==> config.mk <==
export PLATFORM = sky130hd
export DESIGN_NAME = alu_bist
export DESIGN_NICKNAME = d
export VERILOG_FILES = /design/src/rtl/alu_bist.sv
export SDC_FILE = /design/constraint.sdc
export NUM_CORES = 1
export LEC_CHECK = 0
export CORE_MARGIN = 3
export CORE_UTILIZATION = 45
export CTS_CLUSTER_SIZE = 40
export DETAILED_ROUTE_END_ITERATION = 6
export GPL_ROUTABILITY_DRIVEN = 0
export PLACE_DENSITY_LB_ADDON = 0.12
export SETUP_SLACK_MARGIN = 0.4
export SLEW_MARGIN = 15
export SYNTH_ARGS = -nofsm -noshare
export SYNTH_HDL_FRONTEND = slang
export SYNTH_SLANG_ARGS = --single-unit
export TNS_END_PERCENT = 30
==> constraint.sdc <==
create_clock -name clk -period 6.35 [get_ports clk]
set_input_delay 1.5875 -clock clk [delete_from_list [all_inputs] [get_ports clk]]
set_output_delay 1.5875 -clock clk [all_outputs]
set_load 0.1 [all_outputs]
==> src/rtl/alu_bist.sv <==
// rtl/alu_bist.sv - exhaustive built-in self-test controller for the 4-bit ALU
module alu_bist #(
    parameter int SETTLE_CYCLES = 1
) (
    input  logic        clk,
    input  logic        rst,
    input  logic        start,
    output logic [3:0]  alu_a,
    output logic [3:0]  alu_b,
    output logic [2:0]  alu_sel,
    input  logic [7:0]  alu_result,
    output logic        busy,
    output logic        done,
    output logic        pass,
    output logic [11:0] err_count,
    output logic        fail_valid,
    output logic [10:0] fail_vec
);

    typedef enum logic [1:0] {
        IDLE   = 2'd0,
        SETTLE = 2'd1,
        CHECK  = 2'd2,
        DONE   = 2'd3
    } state_t;

    localparam logic [3:0]  SETTLE_LOAD = 4'(SETTLE_CYCLES);
    localparam logic [10:0] LAST_IDX    = 11'd2047;

    state_t      state, state_n;
    logic [10:0] idx, idx_n;
    logic [3:0]  cnt, cnt_n;
    logic [11:0] err_n;
    logic        fv_n;
    logic [10:0] vec_n;
    logic        busy_n, done_n, pass_n;
    logic [7:0]  expected;

    function automatic logic [7:0] golden(input logic [2:0] sel,
                                          input logic [3:0] a,
                                          input logic [3:0] b);
        logic [7:0] ax, bx, r;
        ax = {4'h0, a};
        bx = {4'h0, b};
        case (sel)
            3'b000:  r = ax + bx;
            3'b001:  r = ax - bx;
            3'b010:  r = ax * bx;
            3'b011:  r = ax & bx;
            3'b100:  r = ax | bx;
            3'b101:  r = {4'h0, ~a};
            3'b110:  r = ax ^ bx;
            default: r = {4'h0, ~(a ^ b)};
        endcase
        return r;
    endfunction

    // The vector index itself is the registered stimulus driven to the ALU
    assign {alu_sel, alu_a, alu_b} = idx;
    assign expected = golden(alu_sel, alu_a, alu_b);

    always_comb begin
        state_n = state;
        idx_n   = idx;
        cnt_n   = cnt;
        err_n   = err_count;
        fv_n    = fail_valid;
        vec_n   = fail_vec;
        busy_n  = busy;
        done_n  = done;
        pass_n  = pass;
        case (state)
            IDLE, DONE: begin
                if (start) begin
                    state_n = SETTLE;
                    idx_n   = '0;
                    cnt_n   = SETTLE_LOAD;
                    err_n   = '0;
                    fv_n    = 1'b0;
                    vec_n   = '0;
                    busy_n  = 1'b1;
                    done_n  = 1'b0;
                    pass_n  = 1'b0;
                end
            end
            SETTLE: begin
                cnt_n = cnt - 4'd1;
                if (cnt <= 4'd1) begin
                    state_n = CHECK;
                end
            end
            CHECK: begin
                if (alu_result != expected) begin
                    err_n = err_count + 12'd1;
                    if (!fail_valid) begin
                        fv_n  = 1'b1;
                        vec_n = idx;
                    end
                end
                if (idx == LAST_IDX) begin
                    state_n = DONE;
                    busy_n  = 1'b0;
                    done_n  = 1'b1;
                    pass_n  = (err_n == 12'd0);
                end else begin
                    idx_n   = idx + 11'd1;
                    cnt_n   = SETTLE_LOAD;
                    state_n = SETTLE;
                end
            end
            default: state_n = IDLE;
        endcase
    end

    always_ff @(posedge clk or posedge rst) begin
        if (rst) begin
            state      <= IDLE;
            idx        <= '0;
            cnt        <= '0;
            err_count  <= '0;
            fail_valid <= 1'b0;
            fail_vec   <= '0;
            busy       <= 1'b0;
            done       <= 1'b0;
            pass       <= 1'b0;
        end else begin
            state      <= state_n;
            idx        <= idx_n;
            cnt        <= cnt_n;
            err_count  <= err_n;
            fail_valid <= fv_n;
            fail_vec   <= vec_n;
            busy       <= busy_n;
            done       <= done_n;
            pass       <= pass_n;
        end
    end

endmodule

# After elaboration in Yosys (flattened, before gate mapping)
# Index checks and enable logic that the tools add are counted.
# word_totals
reg_bits	44
word_cells	79
out_inout_bits	38
in_bits	11
# classes
n_reduce_logical	12
n_eq_ne	17
add_sub_neg	5
order_cmp	1
mux	28
n_mul	1
n_bitwise	6
# op_table
op	count
case mux 8 bit (7 select lines)	1
2-to-1 mux 11 bit	4
case mux 11 bit (2 select lines)	2
2-to-1 mux 12 bit	3
case mux 12 bit (2 select lines)	1
adder 12 x 1 -> 12 bit, second input constant	1
zero test 12 bit	1
!= test 2 bit, second input constant	6
case mux 4 bit (3 select lines)	1
adder 11 x 1 -> 11 bit, second input constant	1
equality test 11 bit, second input constant	1
equality test 3 bit, second input constant	3
AND reduction 3 bit	3
multiplier 4 x 4 -> 8 bit	1
2-to-1 mux 4 bit	2
!= test 8 bit	1
inverter 4 bit	2
case mux 1 bit (2 select lines)	4
XOR 4 bit	2
equality test 3 x 2 -> 1 bit, second input constant	2
2-to-1 mux 1 bit	6
2-to-1 mux 2 bit	3
case mux 2 bit (3 select lines)	1
AND reduction 2 bit	3
other kinds (14)	15

# Depth between registers and ports, before layout
# logic_depth
word_depth	9
mapped_depth	19

# Least setup slack after synthesis
# OpenSTA, ideal clock, no wires.
# synth_timing
path_kind	register to register
start	register idx[5]
end	register pass
t_arrival_ns	5.013
setup_ns	0.094
n_path_buf	1
path_stages_with_launch	17
slack_ns	1.244
t_required_ns	6.256
path_cell_list	dfrtp_1 nand2_1 fa_1 fa_1 inv_1 fa_1 mux2_2 a211oi_1 a21oi_1 o21ai_1 o2bb2ai_1 xor2_1 nand3_2 buf_2 or3_1 a221o_1 a211oi_1
# synth_via
elab_chain_cells	9
word_cells_on_any_way	19
# synth_lines
element	line_no	text
start, declared	31	logic [10:0] idx, idx_n;
start signal, assigned	128	idx <= idx_n;
branches (longest 9 deep; another with multiplier 4 x 4 -> 8 bit)	n/a	
end signal, assigned	135	pass <= pass_n;
end, declared	14	output logic pass,
# Several ways; the timed one is not identified. The select of a mux whose other input is x is not followed.
# A chain may end at the register's enable or synchronous reset.

# Final worst setup path
# Same ends and word-level chain as after synthesis.

==> impl_metrics.xml <==
<?xml version="1.0" encoding="UTF-8"?>
<metrics>
  <group name="outcome">
    <metric name="run_status" unit="">finished, final reports clean</metric>
  </group>
  <group name="routing">
    <metric name="avgViaCountPerCell" unit="">5.58</metric>
    <metric name="met3_wirelength" unit="microns">573</metric>
    <metric name="vias" unit="">3229</metric>
    <metric name="dr_wl_met2" unit="mm">4.12</metric>
    <metric name="routed_wl" unit="mm">9.28</metric>
    <metric name="drc" unit="">0</metric>
    <metric name="detail_route.wirelength.met1" unit="mm">4.44</metric>
    <metric name="drt_first_iter_violations" unit="">202</metric>
    <metric name="detailedRoute.firstPassIterationCount" unit="">4</metric>
    <metric name="highest-signal-layer" unit="">met4</metric>
    <metric name="wl_per_cell" unit="microns">16.0</metric>
    <metric name="ant_nets" unit="">0</metric>
  </group>
  <group name="power">
    <metric name="net_switching_fraction_of_the_power" unit="">0.487</metric>
    <metric name="power.static_leakage" unit="nW">1.86</metric>
    <metric name="power_density_normalized_to_cell_area" unit="mW/mm^2">288</metric>
    <metric name="pwr-share-seq" unit="">0.295</metric>
    <metric name="p_comb_frac" unit="">0.525</metric>
    <metric name="pwr-share-clk" unit="">0.179</metric>
    <metric name="power.ir.vdd_worst" unit="uV">214</metric>
    <metric name="net_switching_component_of_the_power" unit="mW">0.597</metric>
    <metric name="internal_power" unit="mW">0.629</metric>
  </group>
  <group name="clocking">
    <metric name="total_clock_buffers_created_by_cts" unit="">5</metric>
    <metric name="cts_max_path_buffers" unit="">2</metric>
    <metric name="insertion_delay" unit="ns">0.30</metric>
    <metric name="holdBufCountCts" unit="">0</metric>
    <metric name="cts.clk_slew.worst_paths" unit="ns">0.09</metric>
    <metric name="cts_sinks" unit="">44</metric>
    <metric name="post-cts-setup-buffers" unit="">0</metric>
    <metric name="cts_max_level" unit="">2</metric>
    <metric name="ctsResizeCount" unit="">0</metric>
    <metric name="master_cell_of_the_clock_root_buffer" unit="">sky130_fd_sc_hd__clkbuf_8</metric>
    <metric name="tritoncts_clock_tree" unit="">done</metric>
  </group>
  <group name="finish">
    <metric name="ff_latch_area" unit="sq mm">0.00110</metric>
    <metric name="share_of_cells_above_drive_strength_1" unit="">0.0440</metric>
    <metric name="multi_input_gate_area" unit="sq mm">0.00226</metric>
    <metric name="syn_to_layout_area_delta" unit="%">18.1</metric>
    <metric name="antenna-diode-count" unit="">0</metric>
    <metric name="num-fill-cells" unit="">750</metric>
    <metric name="final_core_utilization" unit="">0.548</metric>
    <metric name="finalNetCount" unit="">524</metric>
  </group>
  <group name="floorplan">
    <metric name="initial_utilization" unit="">0.464</metric>
    <metric name="row_count" unit="">32</metric>
    <metric name="top_level_port_count" unit="">49</metric>
    <metric name="core_area" unit="sq mm">0.00777</metric>
    <metric name="die_width" unit="microns">95.5</metric>
    <metric name="die_area" unit="sq mm">0.00912</metric>
    <metric name="die_h" unit="microns">95.5</metric>
  </group>
  <group name="synthesis">
    <metric name="mappedNetlistNets" unit="">482</metric>
    <metric name="post-synth-top-area-cell" unit="">sky130_fd_sc_hd__dfrtp_1</metric>
    <metric name="async_reset_ff_frac" unit="">1.00</metric>
    <metric name="synth.top_cells.by_area" unit="">sky130_fd_sc_hd__dfrtp_1, sky130_fd_sc_hd__ha_1, sky130_fd_sc_hd__nand2_1</metric>
    <metric name="yosysMostFrequentCell" unit="">sky130_fd_sc_hd__nand2_1</metric>
    <metric name="post_synth_most_frequent_cells" unit="">sky130_fd_sc_hd__nand2_1, sky130_fd_sc_hd__dfrtp_1, sky130_fd_sc_hd__inv_1</metric>
    <metric name="synth.yosys.seq_area_share" unit="">0.305</metric>
    <metric name="area_fraction_of_the_dominant_cell_type_after_synthesis" unit="">0.305</metric>
    <metric name="ys_seq_elements" unit="">44</metric>
    <metric name="synth_ff_type" unit="">sky130_fd_sc_hd__dfrtp_1</metric>
    <metric name="synth.lib_cells_used.distinct" unit="">61</metric>
    <metric name="synthesis.instances" unit="">434</metric>
    <metric name="synth_enable_flop_cells" unit="">0</metric>
    <metric name="synthesis.area_per_instance" unit="sq um">8.31</metric>
    <metric name="yosys_warnings" unit="">0</metric>
    <metric name="synth.cell_area" unit="sq mm">0.00361</metric>
  </group>
  <group name="worst_setup_path">
    <metric name="crit_path_end_kind" unit="">register</metric>
    <metric name="required" unit="ns">6.56</metric>
    <metric name="cp.arrival" unit="ns">5.27</metric>
    <metric name="path_max_fanout" unit="">21</metric>
    <metric name="crit_type" unit="">reg2reg</metric>
    <metric name="timing.critical_path.slowest_stage_cell" unit="">sky130_fd_sc_hd__dfrtp_1</metric>
    <metric name="critPathTopFamily" unit="">adder cells</metric>
    <metric name="cpMostUsedCell" unit="">sky130_fd_sc_hd__fa_1</metric>
    <metric name="setup.reg_to_reg.worst_slack" unit="ns">1.29</metric>
    <metric name="timing.critical_path.slowest_cell_delay" unit="ns">0.60</metric>
    <metric name="start_kind" unit="">register</metric>
    <metric name="crit_buf_inv" unit="">1</metric>
    <metric name="crit_chain" unit="">nand2_1 &gt; fa_1 &gt; fa_1 &gt; inv_1 &gt; fa_1 &gt; mux2_2 &gt; a211oi_1 &gt; a21oi_1 &gt; o21ai_1 &gt; o2bb2ai_1 &gt; xor2_1 &gt; nand3_2 &gt; or4_1 &gt; a221o_1 &gt; a211oi_1</metric>
  </group>
  <group name="timing">
    <metric name="period_share" unit="">0.797</metric>
    <metric name="finalCriticalPeriod" unit="ns">5.06</metric>
    <metric name="tightest_slew" unit="ns">1.04</metric>
    <metric name="clock-skew-final" unit="ns">0.0105</metric>
    <metric name="drv_slew" unit="">0</metric>
    <metric name="maxSlewHeadroom" unit="">0.308</metric>
    <metric name="finalSetupTns" unit="ns">0</metric>
    <metric name="rsz_0062_raised_after_global_routing" unit="">no</metric>
    <metric name="final.setup.worst_slack" unit="ns">1.29</metric>
    <metric name="report.final.hold_viol_count" unit="">0</metric>
    <metric name="finalSetupViolCount" unit="">0</metric>
    <metric name="timing.fmax" unit="MHz">198</metric>
  </group>
  <group name="global_route">
    <metric name="grt_overflow_total" unit="">0</metric>
    <metric name="grtUsageTotal" unit="">0.213</metric>
    <metric name="via_count_of_the_first_global_routing_pass" unit="">3023</metric>
    <metric name="antenna_found_initial" unit="">0</metric>
    <metric name="grt_pass1_wl" unit="mm">15.1</metric>
    <metric name="grt_max_degree" unit="">45</metric>
  </group>
  <group name="placement">
    <metric name="detailedPlace.worstSlack" unit="ns">1.31</metric>
    <metric name="placement.io_buffers" unit="">48</metric>
    <metric name="dpl.hpwl" unit="mm">6.96</metric>
  </group>
  <group name="min_path">
    <metric name="worst_hold_path_type" unit="">reg2reg</metric>
  </group>
  <group name="job">
    <metric name="maxCapViolations" unit="">0</metric>
  </group>
</metrics>
-- power groups by stage --
| stage | logic (mW) | registers [mW] | clock network [mW] |
|---|---|---|---|
| 2_1_floorplan | 0.337 | 0.504 | 0 |
| 5_1_grt | 0.706 | 0.368 | 0.234 |
| 6_report | 0.644 | 0.362 | 0.220 |
| 4_1_cts | 0.646 | 0.362 | 0.224 |
| 3_3_place_gp | 0.635 | 0.366 | 0 |
| 3_5_place_dp | 0.644 | 0.367 | 0 |
-- worst reg2reg max path: cells and delay by family (launching register included) --
family / cells / cell delay [ns]
AO/OA/AOI/OAI: 6 / 1.23
adder cells (fa/ha/maj): 3 / 1.50
AND/OR/NAND/NOR: 3 / 1.06
buffers and inverters: 1 / 0.06
multiplexers: 1 / 0.27
XOR/XNOR: 1 / 0.27
flip-flops: 1 / 0.60
-- cell families after synthesis --
| kind of cell | share of synthesized area |
|---|---|
| xor+xnor | 0.0510 |
| flops | 0.305 |
| compound gates | 0.182 |
| buf+inv | 0.0666 |
| mux | 0.0319 |
| fa+ha+maj | 0.141 |
| simple gates | 0.222 |
-- metal layers --
layer / GRT usage / up-vias
met4: 0.0474 / 0
met3: 0.0418 / 15
li1: - / 1593
met1: 0.307 / 1526
met5: 0 / -
met2: 0.329 / 95
-- cell usage in the layout, fill, tap and decap left out, types with 6 or more instances in the layout --
cell type / Yosys / final
sky130_fd_sc_hd__nand2_1: 51 / 51
sky130_fd_sc_hd__clkdlybuf4s50_1: 0 / 48
sky130_fd_sc_hd__dfrtp_1: 44 / 44
sky130_fd_sc_hd__inv_1: 42 / 41
sky130_fd_sc_hd__o21ai_0: 38 / 38
sky130_fd_sc_hd__nor2_1: 37 / 37
sky130_fd_sc_hd__ha_1: 31 / 31
sky130_fd_sc_hd__a21oi_1: 24 / 24
sky130_fd_sc_hd__xnor2_1: 13 / 13
sky130_fd_sc_hd__nand3_1: 12 / 12
sky130_fd_sc_hd__nand2b_1: 9 / 9
sky130_fd_sc_hd__xor2_1: 8 / 8
sky130_fd_sc_hd__and3_1: 8 / 8
sky130_fd_sc_hd__nand4_1: 7 / 7
sky130_fd_sc_hd__mux2i_1: 7 / 7
sky130_fd_sc_hd__fa_1: 6 / 6
-- state kept, by name, summed over array words and instances, names as in the netlist --
| register | cells |
|---|---|
| fail_valid | 1 |
| pass | 1 |
| idx | 11 |
| done | 1 |
| fail_vec | 11 |
| cnt | 4 |
| state | 2 |
| err_count | 12 |
| busy | 1 |
-- path summary, 6_finish.rpt --
path | from | end | depth (start not counted)
min reg2reg | cnt[3] | cnt[3] | 1
min | cnt[3] | cnt[3] | 1
min in group asynchronous | rst | fail_vec[5] | 3
max in group asynchronous | rst | pass | 3
max reg2reg | idx[5] | pass | 15
max | idx[5] | pass | 15
-- per-stage QoR --
stage	power (mW)	cells	instance area [sq um]	hold WS, ns
after floorplan	0.840	434	3610	0.452
after global placement	1.00	571	4150	0.492
after detailed placement	1.01	571	4150	0.504
after CTS	1.23	579	4260	0.517
after global routing	1.31	579	4260	0.532
final	1.23	579	4260	0.514
-- cell type report --
type	instances	area share
clock inverter	3	0.00999
sequential	44	0.259
inverter	42	0.0370
tap	102	0.0300
multi-input combinational	333	0.532
timing repair buffer	50	0.116
clock buffer	5	0.0162
No activity file was read; power rests on OpenSTA's default activity.
